--- config.mk ---
export PLATFORM = sky130hd
export DESIGN_NAME = exp_fade
export DESIGN_NICKNAME = d
export VERILOG_FILES = /design/src/rtl/exp_fade.sv
export SDC_FILE = /design/constraint.sdc
export NUM_CORES = 1
export LEC_CHECK = 0
export ABC_AREA = 1
export CORE_MARGIN = 2
export CORE_UTILIZATION = 50
export DETAILED_ROUTE_END_ITERATION = 10
export PLACE_DENSITY = 0.79
export SYNTH_ARGS = -nofsm -noshare
export SYNTH_HDL_FRONTEND = slang
export SYNTH_SLANG_ARGS = --single-unit
--- constraint.sdc ---
create_clock -name clk -period 4.1 [get_ports clk]
set_clock_uncertainty 0.15 [all_clocks]
set_input_delay 0.82 -clock clk [delete_from_list [all_inputs] [get_ports clk]]
set_output_delay 0.82 -clock clk [all_outputs]
set_load 0.05 [all_outputs]
--- src/rtl/exp_fade.sv ---
// Exponential LED fade controller: walks a linear brightness index toward a target,
// one step per (rate+1) PWM periods, and publishes an exponential duty word at period edges.
module exp_fade (
  input  logic       clk,
  input  logic       reset,
  input  logic [7:0] target,
  input  logic [3:0] rate,
  input  logic [7:0] ramp,
  output logic [7:0] value,
  output logic [7:0] level,
  output logic       busy,
  output logic       done
);

  localparam logic [1:0] IDLE = 2'd0;
  localparam logic [1:0] UP   = 2'd1;
  localparam logic [1:0] DOWN = 2'd2;

  // Piecewise-exponential map: top 3 bits select the octave, low 5 bits the mantissa.
  function automatic logic [7:0] exp_map(input logic [7:0] lin);
    logic [12:0] t;
    t = 13'({1'b1, lin[4:0]}) << lin[7:5];
    t = (t >> 5) - 13'd1;
    return t[7:0];
  endfunction

  logic [1:0] state_q, state_d;
  logic [3:0] div_cnt_q, div_cnt_d;
  logic [7:0] level_q, level_d;
  logic [7:0] value_q, value_d;
  logic       done_q, done_d;
  logic       pb;
  logic       active;

  assign pb     = (ramp == 8'hFF);
  assign active = (state_q != IDLE);

  // Direction comes from the live target so a target change in the boundary cycle
  // steers that very step; the compares also keep level from passing target or wrapping.
  always_comb begin
    level_d   = level_q;
    div_cnt_d = div_cnt_q;
    if (!active) begin
      div_cnt_d = 4'd0;
    end else if (pb) begin
      if (div_cnt_q == rate) begin
        div_cnt_d = 4'd0;
        if (target > level_q) begin
          level_d = level_q + 8'd1;
        end else if (target < level_q) begin
          level_d = level_q - 8'd1;
        end
      end else begin
        div_cnt_d = div_cnt_q + 4'd1;
      end
    end
  end

  always_comb begin
    if (target > level_d) begin
      state_d = UP;
    end else if (target < level_d) begin
      state_d = DOWN;
    end else begin
      state_d = IDLE;
    end
    value_d = pb ? exp_map(level_d) : value_q;
    done_d  = active && (state_d == IDLE);
  end

  always_ff @(posedge clk) begin
    if (reset) begin
      state_q   <= IDLE;
      div_cnt_q <= 4'd0;
      level_q   <= 8'd0;
      value_q   <= 8'd0;
      done_q    <= 1'b0;
    end else begin
      state_q   <= state_d;
      div_cnt_q <= div_cnt_d;
      level_q   <= level_d;
      value_q   <= value_d;
      done_q    <= done_d;
    end
  end

  assign value = value_q;
  assign level = level_q;
  assign busy  = active;
  assign done  = done_q;

endmodule

==> results.md, run 1 <==
- Die Span X: a little over 70 um
- Max stage delay on crit path: 0.49 ns
- First-pass GRT wire length: 9.756 mm
- Post-placement cell area: 2735 um^2
- Max-slew violation count: 0
- Most frequent cells in the layout: nand2_1, inv_1, nand3_1
- Setup TNS: 0 ns
- GRT Total Usage: 23.18%
- CP top delay family: simple AND/OR/NAND/NOR gates
- DR vias/cell: approximately 5.1
- CTS tree: done
- Hold Crit Class: register to register
- Mapped Cells: 384
- Worst EP required: 4.12 ns
- Number of DRC markers in iteration 0: 146
- Vias: 2,432
- Final net count: 462
- CP bufs+invs: 5
- Post-Layout Cell Count: 474
- Initial antenna violation count: 0
- Clk sink count: 23
- Ys Warns: 0
- Max clock buf depth: 2
- Placeable Area: 4414 um^2
- Yosys reg bits: 23
- Final antenna-violating net count: 0
- Height of the die: 72.08 um
- Starting density of the core: 52.49%
- # diodes: 0
- Max-slew headroom: 65.17%
- CP max-delay cell: clkdlybuf4s50_1
- Reg2Reg Depth: 22
- Largest net degree at the start of global routing: 21
- CTS H-tree depth: 1
- DIE AREA: just over 5000 um^2
- CP endpoint kind: register
- Hold path cells: 2
- Layout cells sized above 1: 12.80%
- Final period utilization: 93.42%
- Inserted Clock Buffers: 3
- Total of max-cap violations: 0
- Post-DP HPWL: approximately 4.6 mm
- Peak fanout along the critical path: 10
- FMAX: ~260 MHz
- Avg Inst Size Synth: 6.034 um^2
- CTS Root Cell: clkbuf_8
- Congestion Overflow GR: 0
- Post-synthesis sequential area ratio: 19.87%
- Most common cell after layout, fill and taps aside: nand2_1
- Cell Chain, Critical Path: clkdlybuf4s50_1 -> ha_1 -> nand2_2 -> nor2_4 -> nand4_2 -> nand3_1 -> nand2_1 -> inv_1 -> nand2_1 -> nand2_1 -> nand2_4 -> inv_2 -> nand3_1 -> nand2_1 -> nand2_1 -> nand2_1 -> inv_1 -> ha_1 -> nand2_1 -> nand2_1 -> o221ai_1 -> inv_1
- Fin Hold WS: between 0.3 and 0.4 ns
- Final GP Congestion: approximately 0.95
- # setup viols final: 0
- Outcome: complete, no violations
- VDD IR-drop max: 0.1099 mV
- DRC errors left: 0
- Startpoint Class: primary input
- Lkg Pwr: 1.397 nW
- Synth-to-Final Area Change: 20.41%
- Number of global-route vias before repair: approximately 2.2k
- Drt first pass iters: 4
- Final min period: between 3 and 4 ns
- Syn nets: 423
- Avg WL per Cell: 11.84 um
- Final Instance Area: 2790 um^2
- Critical path class: primary input to register
- CP Depth: 22
- # port buffers: 39
- Total power: 0.0004589 W
- RSZ-0062 raised after global routing: no
- Yosys cell types: 36
- Worst path arrival time: 3.85 ns
- Ports: 40
- Rows: 24
- Clk_lat worst skew: between 0.2 and 0.3 ns
- PD cells: between 150 and 200 nW/um^2
- Synthesized area: between 2000 and 2500 um^2
- Worst-margin pin slew: between 0.5 and 0.6 ns
- Hold Vio Cnt, Final: 0
- Worst-path clk slew: approximately 0.09 ns
- WL final: 5.613 mm
- Worst path most repeated cell: nand2_1
- Dpl cells: 470
[metrics by stage]
| stage | utilization (%) | setup slack, ns |
|---|---|---|
| final | 63.21 | 0.2699 |
| after global routing | 63.21 | 0.01214 |
| after CTS | 63.01 | 0.2718 |
| after detailed placement | 61.96 | -0.01139 |
| after global placement | 61.96 | 0.02301 |
| after floorplan | - | 0.7348 |
[final timing paths]
check / endpoint / from / slack, ns
worst max-delay path: value[2] / target[7] / 0.27
worst min-delay path: value[0] / value[0] / 0.36
worst max register to register: value[2] / level[4] / 0.79
worst min register to register: value[0] / value[0] / 0.36
[registers in the layout, summed over array words and instances (netlist names)]
name and flops:
level 8, value 8, div_cnt_q 4, state_q 2, done 1
[cell families after synthesis]
family | share of synthesized area, %
simple gates | 48.06
compound gates | 8.046
buf+inv | 12.96
xor+xnor | 1.890
flops | 19.87
fa+ha+maj | 9.179
[area by class of cell]
| cell class | count | area (um^2) |
|---|---|---|
| fillers | 420 | 1624 |
| clock inverters | 1 | 5.005 |
| multi-input cells | 290 | 1565 |
| well taps | 52 | 65.06 |
| flip-flops and latches | 23 | 460.4 |
| repair buffers | 42 | 412.9 |
| clock buffers | 3 | 41.29 |
| inverters | 63 | 240.2 |
[power breakdown]
| group | total (W) | switching [W] | internal (W) | leakage, nW |
|---|---|---|---|---|
| Combinational | 0.0000878 | 0.0000493 | 0.0000385 | 1.19 |
| Sequential | 0.000225 | 0.000000488 | 0.000225 | 0.186 |
| Clock | 0.000146 | 0.0000778 | 0.0000680 | 0.0255 |
[metal layers]
metal / wire, um / vias to the layer above / track usage (%)
met5: 0 / - / 0
met4: 77 / 0 / 6.918
met3: 292 / 8 / 2.083
met2: 2591 / 64 / 37.31
met1: 2651 / 1069 / 32.93
li1: - / 1291 / -
[cell usage after synthesis]
library cell,instances,area (um^2)
a21oi_1,10,50.05
a21oi_4,1,16.27
a31oi_1,2,12.51
buf_2,3,15.01
buf_4,1,7.510
buf_6,3,33.78
clkbuf_1,1,3.750
clkinv_1,2,7.510
clkinv_2,1,5.000
dfxtp_1,23,460.4
ha_1,17,212.7
inv_1,49,183.9
inv_2,10,37.54
inv_4,1,6.260
nand2_1,116,435.4
nand2_2,11,68.82
nand2_4,4,45.04
nand3_1,43,215.2
nand3_2,3,30.03
nand3_4,1,17.52
nand3b_1,2,15.01
nand4_1,8,50.05
nand4_2,1,12.51
nor2_1,36,135.1
nor2_2,8,50.05
nor2_4,2,22.52
nor3_1,2,10.01
o2111a_1,1,11.26
o211ai_1,1,7.510
o21ai_0,8,40.04
o21ai_1,3,15.01
o21ai_2,2,17.52
o21bai_1,1,7.510
o221ai_1,1,8.760
or2_2,1,6.260
xor2_1,5,43.79
[worst register-to-register path: stages, from the launching register on]
cell	delay (ns)
dfxtp_1	0.45
inv_1	0.17
ha_1	0.31
nand2_1	0.07
nor2_4	0.15
nand4_2	0.25
nand3_1	0.19
nand2_1	0.06
inv_1	0.08
nand2_1	0.05
nand2_1	0.09
nand2_4	0.11
inv_2	0.14
nand3_1	0.08
nand2_1	0.07
nand2_1	0.05
nand2_1	0.09
inv_1	0.08
ha_1	0.23
nand2_1	0.11
nand2_1	0.05
o221ai_1	0.14
inv_1	0.06
[what timing repair did]
| action | 4_1_cts | 5_1_grt |
|---|---|---|
| endpoints found under the setup margin | 0 | 1 |
| hold buffers | 0 | 0 |
| resized for setup | 0 | 2 |
| endpoints found under the hold margin | 0 | 0 |
| buffers inserted | 0 | 0 |
Power figures use the tool's default switching activity.
==> run 2, diff against run 1 <==
Settings changed: CTS_CLUSTER_DIAMETER from default to 150.
==> results of run 2 <==
Final layout, timing and power as in run 1 (identical DEF).
==> run 3, diff against run 2 <==
Settings changed: SLEW_MARGIN from default to 20.
==> results of run 3 <==
Final layout, timing and power as in run 1 (identical DEF).
